$ cat config.mk
export PLATFORM = sky130hd
export DESIGN_NAME = neuron_mac_flat
export DESIGN_NICKNAME = d
export VERILOG_FILES = /design/src/rtl/neuron_mac_if.sv /design/src/rtl/neuron_mac.sv /design/src/flat_wrapper.sv
export SDC_FILE = /design/constraint.sdc
export NUM_CORES = 2
export LEC_CHECK = 0
export ABC_AREA = 1
export ABC_CLOCK_PERIOD_IN_PS = 19630
export BUFFER_PORTS_ARGS = -buffer_cell sky130_fd_sc_hd__buf_2
export CAP_MARGIN = 20
export CORE_MARGIN = 2
export CORE_UTILIZATION = 50
export DETAILED_ROUTE_END_ITERATION = 16
export PLACE_DENSITY = 0.66
export SYNTH_ARGS = -nofsm -noshare
export SYNTH_HDL_FRONTEND = slang
export SYNTH_SLANG_ARGS = --single-unit
export TNS_END_PERCENT = 20
$ cat constraint.sdc
create_clock -name clk -period 19.63 [get_ports clk]
set_input_delay 5.889 -clock clk [delete_from_list [all_inputs] [get_ports clk]]
set_output_delay 5.889 -clock clk [all_outputs]
set_load 0.01 [all_outputs]
$ cat src/rtl/neuron_mac_if.sv
// Handshake bundle between a neuron evaluation source and the MAC front end.
// The master side drives the operands and the slave side returns the result.
interface neuron_mac_if #(
    parameter int WIDTH = 32
);
    logic                    start;
    logic signed [WIDTH-1:0] bias;
    logic                    in_valid;
    logic signed [WIDTH-1:0] x_in;
    logic signed [WIDTH-1:0] w_in;
    logic                    busy;
    logic signed [WIDTH-1:0] y;
    logic                    out_valid;

    modport master (
        output start, bias, in_valid, x_in, w_in,
        input  busy, y, out_valid
    );

    modport slave (
        input  start, bias, in_valid, x_in, w_in,
        output busy, y, out_valid
    );
endinterface

$ cat src/rtl/neuron_mac.sv
// Fixed-point neuron pre-activation: y = sat(sum(x*w) + bias), evaluated over
// N_IN operand pairs with a global stall shared with the downstream sigmoid.
module neuron_mac #(
    parameter int WIDTH = 32,
    parameter int FL    = 24,
    parameter int N_IN  = 4
) (
    input  logic         clk,
    input  logic         rst,
    input  logic         en,
    neuron_mac_if.slave  io
);
    localparam int PROD_W = 2 * WIDTH;
    localparam int ACC_W  = 2 * WIDTH + 4;
    localparam int CNT_W  = $clog2(N_IN + 1);
    localparam logic [CNT_W-1:0] LAST_CNT = CNT_W'(N_IN - 1);
    localparam logic signed [ACC_W-1:0] SAT_HI =
        {{(ACC_W - WIDTH + 1){1'b0}}, {(WIDTH - 1){1'b1}}};
    localparam logic signed [ACC_W-1:0] SAT_LO = ~SAT_HI;

    typedef enum logic [1:0] {
        S_IDLE = 2'd0,
        S_ACC  = 2'd1,
        S_FIN  = 2'd2
    } state_t;

    state_t                  state_q, state_d;
    logic [CNT_W-1:0]        cnt_q, cnt_d;
    logic signed [ACC_W-1:0] acc_q, acc_d;
    logic signed [WIDTH-1:0] bias_q, bias_d;
    logic signed [WIDTH-1:0] y_q, y_d;
    logic                    out_valid_q, out_valid_d;
    logic                    busy_q, busy_d;

    logic signed [PROD_W-1:0] prod;
    logic signed [ACC_W-1:0]  fin_sum;

    // Clamp the re-scaled sum into the signed output word range.
    function automatic logic signed [WIDTH-1:0] sat_y(input logic signed [ACC_W-1:0] v);
        if (v > SAT_HI) begin
            sat_y = SAT_HI[WIDTH-1:0];
        end else if (v < SAT_LO) begin
            sat_y = SAT_LO[WIDTH-1:0];
        end else begin
            sat_y = v[WIDTH-1:0];
        end
    endfunction

    assign prod    = PROD_W'(io.x_in) * PROD_W'(io.w_in);
    assign fin_sum = acc_q + (ACC_W'(bias_q) <<< FL);

    always_comb begin
        state_d     = state_q;
        cnt_d       = cnt_q;
        acc_d       = acc_q;
        bias_d      = bias_q;
        y_d         = y_q;
        out_valid_d = out_valid_q;
        busy_d      = busy_q;
        // With en low nothing moves, which is what stretches an out_valid pulse.
        if (en) begin
            out_valid_d = 1'b0;
            unique case (state_q)
                S_IDLE: begin
                    if (io.start) begin
                        state_d = S_ACC;
                        bias_d  = io.bias;
                        acc_d   = '0;
                        cnt_d   = '0;
                        busy_d  = 1'b1;
                    end
                end
                S_ACC: begin
                    if (io.in_valid) begin
                        acc_d = acc_q + ACC_W'(prod);
                        cnt_d = cnt_q + 1'b1;
                        if (cnt_q == LAST_CNT) begin
                            state_d = S_FIN;
                        end
                    end
                end
                S_FIN: begin
                    // Arithmetic shift truncates toward minus infinity.
                    y_d         = sat_y(fin_sum >>> FL);
                    out_valid_d = 1'b1;
                    busy_d      = 1'b0;
                    state_d     = S_IDLE;
                end
                default: begin
                    state_d = S_IDLE;
                end
            endcase
        end
    end

    always_ff @(posedge clk) begin
        if (rst) begin
            state_q     <= S_IDLE;
            cnt_q       <= '0;
            acc_q       <= '0;
            bias_q      <= '0;
            y_q         <= '0;
            out_valid_q <= 1'b0;
            busy_q      <= 1'b0;
        end else begin
            state_q     <= state_d;
            cnt_q       <= cnt_d;
            acc_q       <= acc_d;
            bias_q      <= bias_d;
            y_q         <= y_d;
            out_valid_q <= out_valid_d;
            busy_q      <= busy_d;
        end
    end

    assign io.busy      = busy_q;
    assign io.y         = y_q;
    assign io.out_valid = out_valid_q;
endmodule

$ cat src/flat_wrapper.sv
// flat-port wrapper written by rule: the top's interface ports become plain ports
module neuron_mac_flat 
#(
    parameter int WIDTH = 32,
    parameter int FL    = 24,
    parameter int N_IN  = 4
)
  (clk, rst, en, io_start, io_bias, io_in_valid, io_x_in, io_w_in, io_busy, io_y, io_out_valid);
  neuron_mac_if #(.WIDTH(WIDTH)) io_i ();
  input  logic clk;
  input  logic rst;
  input  logic en;
  input wire logic [$bits(io_i.start)-1:0] io_start;
  input wire logic [$bits(io_i.bias)-1:0] io_bias;
  input wire logic [$bits(io_i.in_valid)-1:0] io_in_valid;
  input wire logic [$bits(io_i.x_in)-1:0] io_x_in;
  input wire logic [$bits(io_i.w_in)-1:0] io_w_in;
  output wire logic [$bits(io_i.busy)-1:0] io_busy;
  output wire logic [$bits(io_i.y)-1:0] io_y;
  output wire logic [$bits(io_i.out_valid)-1:0] io_out_valid;
  assign io_i.start = io_start;
  assign io_i.bias = io_bias;
  assign io_i.in_valid = io_in_valid;
  assign io_i.x_in = io_x_in;
  assign io_i.w_in = io_w_in;
  assign io_busy = io_i.busy;
  assign io_y = io_i.y;
  assign io_out_valid = io_i.out_valid;
  neuron_mac #(.WIDTH(WIDTH), .FL(FL), .N_IN(N_IN)) u_core (.clk(clk), .rst(rst), .en(en), .io(io_i));
endmodule
[Yosys cells after proc, flatten, opt, wreduce, memory -nomap -nowiden]
Cells that the tools add are included.
Operators by class
  $mul: 1
  reductions and logical operators: 8
  $add $sub $neg: 3
  magnitude comparators: 2
  mux-type cells: 15
  equal/unequal tests: 6
Operators by type and width (number)
  $mux 68: 2
  $pmux 68 s2: 1
  $add 68x56->68: 1
  $add 68x64->68: 1
  $mul 32x32->64: 1
  $mux 32: 2
  $gt 44x32->1 const B: 1
  $lt 44x32->1 const B: 1
  $reduce_and 4->1: 2
  $mux 2: 3
  $mux 3: 2
  $pmux 3 s2: 1
  $reduce_and 3->1: 2
  $ne 2x2->1 const B: 2
  $pmux 2 s2: 1
  $reduce_bool 2->1: 2
  $add 3x1->3 const B: 1
  $eq 3x2->1 const B: 1
  $eq 2x1->1 const B: 1
  $eq 2x2->1 const B: 1
  $logic_not 2->1: 1
  $mux 1: 2
  $ne 2x1->1 const B: 1
  $pmux 1 s2: 1
  $reduce_and 2->1: 1
Word-level totals
  word-level logic and storage cells: 42
  bits in registers: 139
  input bits: 101
  output and inout port bits: 34

[Longest topological paths before layout]
  word-level depth: 4
  mapped depth: 33
  mapped depth without buffers: 32

[Least setup slack after synthesis]
No wires, ideal clock.
  path kind: input-to-reg
  start: input port io_x_in[31]
  end: register u_core.acc_q[54]
  data required time: 19498 ps
  arrival: 13524 ps
  path slack: 5974 ps
  stages on the path: 25
  path buffers: 1
  library setup time: 132 ps
  cells stage by stage: clkbuf_1 -> nand2_1 -> fa_1 -> inv_1 -> fa_1 -> fa_1 -> inv_1 -> fa_1 -> inv_1 -> fa_1 -> fa_1 -> fa_1 -> inv_1 -> fa_1 -> inv_1 -> ha_1 -> a21o_1 -> a31oi_1 -> o21ai_0 -> a21oi_1 -> nand3_1 -> a21o_1 -> or2_2 -> nand3_1 -> a21oi_1
On the way
  longest elaborated chain between the ends: 4
RTL lines
  start, declared: line flat_wrapper.sv:16  | input wire logic [$bits(io_i.x_in)-1:0] io_x_in;
  $mul 32x32->64: line neuron_mac.sv:49  | assign prod = PROD_W'(io.x_in) * PROD_W'(io.w_in);
  $add 68x64->68: line neuron_mac.sv:75  | acc_d = acc_q + ACC_W'(prod);
  $mux 68: line neuron_mac.sv:74  | if (io.in_valid) begin
  $pmux 68 s2: line neuron_mac.sv:63  | unique case (state_q)
  end signal, assigned: line neuron_mac.sv:100  | acc_q <= '0;
  end signal, assigned: line neuron_mac.sv:108  | acc_q <= acc_d;
  end, declared: line neuron_mac.sv:29  | logic signed [ACC_W-1:0] acc_q, acc_d;
Every way passes these cells. The select of a mux whose other input is x is not followed.
A chain may end at the register's enable or synchronous reset.

[Worst setup path after layout]
  start: input port io_w_in[5]
  end: register u_core.acc_q[48]
On the way
  longest elaborated chain between the ends: 4
RTL lines
  start, declared: line flat_wrapper.sv:17  | input wire logic [$bits(io_i.w_in)-1:0] io_w_in;
  $mul 32x32->64: line neuron_mac.sv:49
  $add 68x64->68: line neuron_mac.sv:75
  $mux 68: line neuron_mac.sv:74
  $pmux 68 s2: line neuron_mac.sv:63
Every way passes these cells. The select of a mux whose other input is x is not followed.

==> impl_metrics.toml <==
[outcome]
outcome = "finished, final reports clean"

[timing]
min_period_ns = 13.98
fin_setup_tns_ns = 0
post_route_clock_period_utilization_pct = 71.2
rsz0062_at_grt = "no"
slew_viol_final = 0
relSlewSlack_pct = 22.9
maxClockFrequency_mhz = 71.5
max_slew.worst_pin.slew_ns = 1.15
worst_hold_slack_ns = 0.467
setup_violations = 0
clock_skew_ns = 0.0213
timing.final.hold_violations = 0

[layout]
syn2layout_area_growth_pct = 4.67
drive_gt1_share_pct = 5.44
final_cell_count_no_fill = 7911
utilization_pct = 52.9
nNetsFinal = 8154

[die]
fp.dieArea_mm2 = 0.106
fp.dieH_um = 325
dieWidth_um = 325
start_util_pct = 50.5
num_rows = 117
coreArea_mm2 = 0.102
io_pins = 135

[placed_design]
place_hpwl_mm = 123
io_buffer_count = 134
placed_instances = 7878
finalWeightedCongestion = 1.02

[drt]
route.final.wire_length_mm = 143
routed_wire_length_per_instance_um = 18.1
avgViaCountPerCell = 5.06
drt-initial-drc-count = 2475
dr.pass1.iters = 5
num_vias = 40000
detail_route.drc_violations = 0
drt.antenna.violating_nets = 0

[synth]
seq_area_frac_synth_pct = 5.40
post-synth-top-area-cell = "fa_1"
synth.net_count = 8193
ys_dominant_reg_cell = "dfxtp_1"
post_synth_num_cell_types = 46
synth_top_cells_by_count = "2014 x inv_1, 1566 x nand2_1, 1253 x fa_1"
syn_area_mm2 = 0.0515
synthesis.area_per_instance_um2 = 7.85
yosysTopAreaCellShare_pct = 48.7
synth_async_reset_ratio_pct = 0
ys_warn_count = 0
synth.ff_latch_count = 139
ys_top_cells_by_area = "fa_1 49%, inv_1 15%, nand2_1 11%"
count_of_flip_flops_with_a_built_in_enable_after_synthesis = 0
post_synth_inst_count = 6568
yosys.cell_count.top_type = "inv_1"

[critical_path]
crit_arrival_ns = 14.38
worst_path_most_repeated_cell = "fa_1"
r2r_start = "u_core.acc_q[25]"
timing_worst_setup_path_type = "input port to register"
critPathCaptureType = "register"
start_kind = "input port"
path_length_in_cells_of_the_critical_path = 28
worstReg2RegEnd = "u_core.acc_q[63]"
crit_fanout = 32
timing.critical_path.required_ns = 20.03
worst-path-buf-inv = 9
worst_path_max_delay_cell = "nor4_1"
reg2reg_slack_ns = 11.80
ff2ff_path_depth = 26
largest_delay_share_family_worst_path = "adder cells"
cp_slowest_stage_delay_ns = 0.87

[cts]
numCtsBuffers = 17
cts-hold-fix-buffers = 0
cts_setup_buffers = 0
root_buffer_cell = "clkbuf_16"
cts_htree_levels = 4
clock_sinks = 139
cts_tree = "yes"
cts.repair.resized = 0
cts_buffer_depth = 2
clkSlewWorstSetupHoldPaths_ns = 0.09
clkLatencyLatePin_ns = 0.48

[global_routing]
global_route_wire_length_before_repair_mm = 237
grt_pass1_vias = 43700
grt_usage_pct = 28.4
global_route.overflow_total = 0
antenna_found_initial = 2
largest_net_degree_at_the_start_of_global_routing = 76

[worst_hold_path]
hp-start = "u_core.io.out_valid"
min_to = "u_core.io.out_valid"
min_path_cells = 2
hp-class = "register to register"

[job]
timing.max_cap.violations = 0
stage by stage:
| stage | cell area (um^2) | setup slack [ns] |
|---|---|---|
| floorplan | 51500 | 5.97 |
| global placement | 53300 | 5.27 |
| detailed placement | 53300 | 5.33 |
| CTS | 53900 | 5.81 |
| global route | 53900 | 5.26 |
| finish | 53900 | 5.65 |
tightest hold or removal path, stage by stage, from the launching register on:
cell     delay (ns)
dfxtp_1        0.31
nand2_1        0.06
a21oi_1        0.05
logic make-up after synthesis:
group,after synthesis,share of synthesized area [%]
fa+ha+maj,1524,55.2
buf+inv,2271,16.7
flops,139,5.40
simple gates,2081,16.2
compound gates,502,5.64
xor+xnor,51,0.867
state kept, by name, summed over array words and instances (netlist names):
name                 count
u_core.io.out_valid      1
u_core.io.busy           1
u_core.bias_q           32
u_core.acc_q            68
u_core.io.y             32
u_core.state_q           2
u_core.cnt_q             3
how the worst max path moves through the flow:
stage                start                to  slack [ns]
6_report        io_w_in[5]  u_core.acc_q[48]        5.65
5_1_grt         io_w_in[5]  u_core.acc_q[48]        5.26
4_1_cts         io_w_in[5]  u_core.acc_q[48]        5.81
3_5_place_dp    io_w_in[5]  u_core.acc_q[48]        5.33
3_3_place_gp    io_w_in[5]  u_core.acc_q[48]        5.27
2_1_floorplan  io_x_in[31]  u_core.acc_q[54]        5.97
metal layers:
metal | part of all wire [%] | vias up | routed length [um] | GRT usage, %
met3 | 4.6 | 226 | 6540 | 2.76
li1 | - | 18400 | - | -
met1 | 42 | 20300 | 60600 | 37.8
met2 | 51 | 1103 | 73000 | 50.3
met5 | 0.0070 | - | 10 | 0
met4 | 2.0 | 2 | 2930 | 5.77
cells in the final DEF, fill, tap and decap left out, drive strengths merged, types with 17 or more instances in the layout:
| cell | n |
|---|---|
| a21boi | 32 |
| a21o | 19 |
| a21oi | 234 |
| buf | 180 |
| clkbuf | 17 |
| dfxtp | 139 |
| fa | 1253 |
| ha | 271 |
| inv | 2040 |
| nand2 | 1605 |
| nand3 | 96 |
| nand4 | 19 |
| nor2 | 305 |
| nor3 | 19 |
| o21ai | 163 |
| o21bai | 23 |
| or2 | 21 |
| xnor2 | 23 |
| xor2 | 28 |
cell type report:
class / instances / area, um^2
fillers: 9780 / 48100
multi-input cells: 4158 / 40200
inverters: 2033 / 7630
flip-flops and latches: 139 / 2780
well taps: 1368 / 1710
repair buffers: 180 / 1040
clock buffers: 17 / 425
clock inverters: 15 / 191
diodes: 1 / 2.50
Power is not shown: default switching activity piles up to over one toggle a cycle in this logic, so the estimate is an artifact.
